--- src/rtl/latch_bank_write_sequencer.sv ---
// latch_bank_write_sequencer: debounced button to one setup/strobe/hold write into a 4x8 latch bank
module latch_bank_write_sequencer #(
  parameter int DEBOUNCE_CYCLES = 1000000,
  parameter int SETUP_CYCLES = 2,
  parameter int STROBE_CYCLES = 4,
  parameter int HOLD_CYCLES = 2
) (
  input  logic       clk,
  input  logic       rst_n,
  input  logic       btn,
  input  logic [1:0] sel_in,
  input  logic [7:0] data_in,
  output logic [7:0] wr_data,
  output logic [3:0] wr_en,
  output logic       busy,
  output logic       wr_done,
  output logic [7:0] wr_count
);
  localparam int DW = DEBOUNCE_CYCLES > 1 ? $clog2(DEBOUNCE_CYCLES) : 1;
  typedef enum logic [2:0] {IDLE, SETUP, STROBE, HOLD, DONE, RELEASE} state_t;
  state_t state, state_n;
  logic s1, s, db_level, db_level_q, armed, db_rise;
  logic [1:0] sv;
  logic [DW-1:0] db_cnt;
  logic [15:0] pcnt, pcnt_n;
  logic [1:0] sel_r, sel_n;
  logic [7:0] wr_data_n;
  logic [3:0] wr_en_n;
  logic busy_n, wr_done_n;
  // Synchronize and debounce the button. sv marks when s carries a real sample
  // after reset; armed only sets once the button is seen low, so a button held
  // through reset cannot trigger a write.
  always_ff @(posedge clk) begin
    if (!rst_n) begin
      s1 <= 1'b0;
      s <= 1'b0;
      sv <= '0;
      armed <= 1'b0;
      db_level <= 1'b0;
      db_level_q <= 1'b0;
      db_cnt <= '0;
    end else begin
      s1 <= btn;
      s <= s1;
      sv <= {sv[0], 1'b1};
      armed <= armed | (sv[1] & ~s);
      db_level_q <= db_level;
      if (s == db_level) db_cnt <= '0;
      else if (db_cnt == DW'(DEBOUNCE_CYCLES - 1)) begin
        db_level <= s;
        db_cnt <= '0;
      end else db_cnt <= db_cnt + 1'b1;
    end
  end
  assign db_rise = db_level & ~db_level_q & armed;
  // Next state, phase counter and next registered output values
  always_comb begin
    state_n = state;
    sel_n = sel_r;
    wr_data_n = wr_data;
    case (state)
      IDLE: if (db_rise) begin
        state_n = SETUP;
        sel_n = sel_in;
        wr_data_n = data_in;
      end
      SETUP: state_n = pcnt == 16'(SETUP_CYCLES - 1) ? STROBE : SETUP;
      STROBE: state_n = pcnt == 16'(STROBE_CYCLES - 1) ? HOLD : STROBE;
      HOLD: state_n = pcnt == 16'(HOLD_CYCLES - 1) ? DONE : HOLD;
      DONE: state_n = RELEASE;
      RELEASE: state_n = db_level ? RELEASE : IDLE;
      default: state_n = IDLE;
    endcase
    pcnt_n = state_n == state ? pcnt + 1'b1 : '0;
    wr_en_n = state_n == STROBE ? 4'b0001 << sel_r : 4'b0000;
    busy_n = state_n != IDLE;
    wr_done_n = state_n == DONE;
  end
  // State and output registers; wr_count advances on the edge closing DONE
  always_ff @(posedge clk) begin
    if (!rst_n) begin
      state <= IDLE;
      pcnt <= '0;
      sel_r <= '0;
      wr_data <= '0;
      wr_en <= '0;
      busy <= 1'b0;
      wr_done <= 1'b0;
      wr_count <= '0;
    end else begin
      state <= state_n;
      pcnt <= pcnt_n;
      sel_r <= sel_n;
      wr_data <= wr_data_n;
      wr_en <= wr_en_n;
      busy <= busy_n;
      wr_done <= wr_done_n;
      wr_count <= wr_count + {7'd0, state == DONE};
    end
  end
endmodule
--- config.mk ---
export PLATFORM = sky130hd
export DESIGN_NAME = latch_bank_write_sequencer
export DESIGN_NICKNAME = d
export VERILOG_FILES = /design/src/rtl/latch_bank_write_sequencer.sv
export SDC_FILE = /design/constraint.sdc
export NUM_CORES = 1
export LEC_CHECK = 0
export ABC_AREA = 1
export BUFFER_PORTS_ARGS = -buffer_cell sky130_fd_sc_hd__buf_2
export CAP_MARGIN = 10
export CELL_PAD_IN_SITES_DETAIL_PLACEMENT = 0
export CELL_PAD_IN_SITES_GLOBAL_PLACEMENT = 2
export CORE_MARGIN = 4
export CORE_UTILIZATION = 37
export CTS_CLUSTER_SIZE = 16
export DETAILED_ROUTE_END_ITERATION = 10
export HOLD_SLACK_MARGIN = 0.12
export PLACE_DENSITY_LB_ADDON = 0.1
export SLEW_MARGIN = 20
export SYNTH_ARGS = -nofsm -noshare
export SYNTH_HDL_FRONTEND = slang
export SYNTH_SLANG_ARGS = --single-unit
--- constraint.sdc ---
create_clock -name clk -period 3.65 [get_ports clk]
set_clock_uncertainty 0.15 [all_clocks]
set_input_delay 0.1825 -clock clk [delete_from_list [all_inputs] [get_ports clk]]
set_output_delay 0.1825 -clock clk [all_outputs]
set_load 0.01 [all_outputs]
-- Word level (Yosys, flattened, before mapping)
Index checks and enable logic that the tools add are counted.
- memories kept: 0
- latch bits: 0
- input port bits: 13
- flip-flop bits (word level): 70
- memory bits (writable): 0
- bits in read-only memories: 0
- output and inout port bits: 22
- divide/modulo/power cells: 0
- reduce and logical (&&, ||, !) cells: 7
- equality and inequality tests: 12
- $add $sub $neg: 3
- magnitude comparators: 0
- shift-type cells: 1
- bitwise operators: 8
- multiplexer cells: 7
- $mul: 0
- operator list (cell ; count):
    $add 20x1->20 const B ; 1
    $eq 20x20->1 const B ; 1
    $pmux 3 s6 ; 1
    $add 16x1->16 const B ; 1
    $eq 16x1->1 const B ; 1
    $eq 16x2->1 const B ; 1
    $eq 3x2->1 const B ; 3
    $eq 3x3->1 const B ; 3
    $mux 3 ; 3
    $add 8x1->8 ; 1
    $reduce_and 2->1 ; 4
    $not 1->1 ; 4
    $shl 1x2->4 const A ; 1
    $and 1x1->1 ; 3
    $eq 3x1->1 const B ; 1
    $eq 3x3->1 ; 1
    $logic_not 3->1 ; 1
    $reduce_bool 3->1 ; 1
    $reduce_or 3->1 ; 1
    $mux 1 ; 2
    $mux 2 ; 1
    $eq 1x1->1 ; 1
    $or 1x1->1 ; 1

-- Logic depth before layout (Yosys ltp)
- depth in word-level cells: 7
- mapped depth: 11
- mapped depth without buffers: 11

-- Worst setup path after synthesis
Ideal clock, no wire load.
- path type: register -> register
- start: register state[2]
- end: register wr_count[6]
- stages on the path, launching flop included: 10
- arrival time: 1367 ps
- path slack: 2014 ps
- cell sequence: dfxtp_1 > nand2_1 > nor2_1 > ha_1 > ha_1 > nand2_1 > nor2_1 > nand2_1 > o21ai_0 > a21oi_1
- longest elaborated chain between the ends: 2
- RTL lines (what ; RTL line ; text):
    from (decl) ; 21 ; state_t state, state_n;
    from (signal assigned) ; 91 ; state <= state_n;
    $eq 3x3->1 ; 98 ; wr_count <= wr_count + {7'd0, state == DONE};
    $add 8x1->8 ; 98 ;
    to (signal assigned) ; 98 ;
    to (decl) ; 17 ; output logic [7:0] wr_count
Every way passes these cells.
A chain may end at the register's enable or synchronous reset.

-- Worst setup path after layout
- start: register db_cnt[0]
- end: register db_cnt[17]
- longest elaborated chain between the ends: 2
- elaborated cells on any way between the ends: 3
- classes of those cells: add/sub (1); eq/ne (1); reduce/logical (1)
- RTL lines (what ; RTL line ; text):
    from (decl) ; 24 ; logic [DW-1:0] db_cnt;
    from (signal assigned) ; 52 ; end else db_cnt <= db_cnt + 1'b1;
    parallel branches: the longest is 2 deep, another holds $add 20x1->20 ; -- ;
Several ways; the timed one is not identified.

==> flow_summary.toml <==
[worst_setup_path]
start_kind = "register"
crit_arrival_ps = 2170
timing.rr.start = "db_cnt[0]"
crit_cells = 8
crit_buf_inv = 2
slowest_delay_ps = 560
crit_end = "db_cnt[17]"
ff2ff_setup_slack_ps = 1540
startpoint = "db_cnt[0]"
cp_slowest_cell = "nand2_1"
required_ps = 3710
crit_path_end_kind = "register"
path_cells = "ha_1 -> nand2_1 -> inv_1 -> nand3_1 -> inv_1 -> nand4_1 -> nand2_1 -> nor2_1"
reg2regPathDepth = 8
critPathTopFamily = "simple AND/OR/NAND/NOR gates"
path_max_fanout = 20
crit_type = "reg2reg"
regToRegEndpoint = "db_cnt[17]"

[cts]
cts_root_buffer = "clkbuf_8"
cts_buffers = 9
cts_hold_buf = 13
htreeDepth = 3
clock_latency_ps = 340
path_clk_slew_ps = 80
post_cts_buffers = 0
cts_resized = 0
cts_sinks = 70
clockBufferDepth = 2
cts_tree = "built"

[yosys]
yosysMostFrequentCell = "nor2_1"
synth_warnings = 0
synth_top_area_share_pct = 43.5
yosys.area.top_type = "dfxtp_1"
synth_edf_count = 0
netlist_area_um2 = 3220
ys_ff_latch = 70
ys_types = 33
syn_avg_cell_area_um2 = 7.80
synth_top_cells_by_area = "dfxtp_1 44%, nor2_1 8.4%, nand2_1 7.6%"
syn-num-nets = 431
synth_cells = 413
seq_area_frac_synth_pct = 43.5
yosys_most_used_dff = "dfxtp_1"
synth_common_cells = "72 x nor2_1, 70 x dfxtp_1, 65 x nand2_1, 49 x inv_1, 19 x nand3_1"
async_flop_share_pct = 0

[grt]
grt_pass1_vias = 2494
grt_pass1_wl_um = 11200
antenna_found_initial = 0
grt.busiest_layer = "met2"
grt.met2_usage_pct = 21.7
grt_util_met3_pct = 4.82
grt_max_degree = 30
track_usage_pct = 13.5
use_met1_pct = 17.3
grt_remaining_overflow = 0

[detailed_routing]
wl_per_cell_um = 10.8
drc_errors = 0
routed_via_density = 4.44
vias = 2547
detail-route-antenna-nets = 0
detail_route.iter0.violations = 67
drt-pass1-iter-count = 4
finalWirelength_um = 6220

[timing]
drv_slew = 0
min_period_over_period_pct = 57.7
setup_tns_ps = 0
setup_violations = 0
hold_ws_ps = 261
finalCriticalPeriod_ps = 2110
slew_headroom_pct = 53.4
finalWorstSetupSlack_ps = 1540
worst_pin_slew_ps = 697
fmax_mhz = 475
rsz0062_at_grt = "no"
hold_violations = 0

[placed_design]
place_ws_ps = 1490
dpl-instance-area_um2 = 3470
gp_congestion = 0.790
hpwlAfterDp_um = 4470
port_buffers = 34

[die]
dieArea_um2 = 10300
fp.dieW_um = 101
coreArea_um2 = 8340
rows = 33
die_y_um = 101
initial_core_util_pct = 38.6
ios = 35

[finish]
utilization_pct = 46.2
num_antenna_cells = 0
area_growth_pct = 19.6
postLayoutCellArea_um2 = 3850
drive_gt1_share_pct = 20.0
fin_nets = 482

[outcome]
status = "complete, no violations"

[power]
p_leak_nw = 1.59
pwr_density_cell_nw_per_um2 = 414
peakVddDrop_mv = 0.249

[min_path]
hp-class = "reg2reg"

[flow_run]
drv_cap = 0
==> where the power goes <==
part / switching [W] / internal [W]
Sequential: 0.00000516 / 0.000769
Combinational: 0.0000272 / 0.0000244
Clock: 0.000310 / 0.000457
Total: 0.000342 / 0.00125
==> worst min-delay path by stage <==
stage | depth (start not counted) | start | to
CTS | 2 | sv[0] | sv[1]
global route | 2 | sv[0] | sv[1]
global placement | 3 | btn | s1
detailed placement | 3 | btn | s1
floorplan | 0 | rst_n | sv[0]
finish | 2 | sv[0] | sv[1]
==> through the flow <==
step	total power [W]	std cells
global placement	0.000834	545
global route	0.00167	574
finish	0.00159	574
floorplan	0.000824	413
CTS	0.00163	574
detailed placement	0.000834	545
==> layer usage <==
metal	wire length [um]	share of wire [%]
met5	0	0
met4	50	0.80
met3	223	3.6
met2	2820	45
met1	3120	50
==> cell usage in the layout, fill, tap and decap left out, drive strengths merged <==
cell type	Yosys	layout
nor2	93	93
nand2	72	72
dfxtp	70	70
inv	54	55
buf	5	34
nand3	25	25
nor3	19	19
o21ai	18	18
a21oi	15	15
xor2	14	14
dlygate4sd3	0	13
nand4	9	9
clkbuf	2	9
xnor2	7	7
ha	5	5
bufinv	0	3
clkinv	0	3
or3	1	1
nand3b	1	1
o21a	1	1
or2	1	1
a31oi	1	1
==> final cells by class <==
cell class	instances	area (um^2)
multi-input combinational	282	1570
clock buffer	9	124
sequential	70	1400
fill	844	4490
inverter	54	203
tap	105	131
timing repair buffer	47	300
clock inverter	7	121
==> registers in the layout, summed over array words and instances (netlist names) <==
name / count
wr_en: 4
armed: 1
wr_data: 8
s1: 1
db_cnt: 20
sv: 2
db_level: 1
state: 3
busy: 1
pcnt: 16
wr_done: 1
db_level_q: 1
wr_count: 8
s: 1
sel_r: 2
==> kinds of logic (layout without fill, tap and decap cells) <==
logic type,after synthesis,after routing,share of synthesized area (%)
fa+ha+maj,5,5,1.94
simple gates,221,221,35.3
flops,70,70,43.5
compound gates,35,35,5.79
buf+inv,61,117,7.73
xor+xnor,21,21,5.71
==> worst register-to-register path, cell delays in order (launching register included) <==
cell and delay (ps):
dfxtp_1 360, ha_1 210, nand2_1 70, inv_1 130
nand3_1 160, inv_1 100, nand4_1 150, nand2_1 560
nor2_1 110
Note: power is estimated with default switching activity, not from simulation.
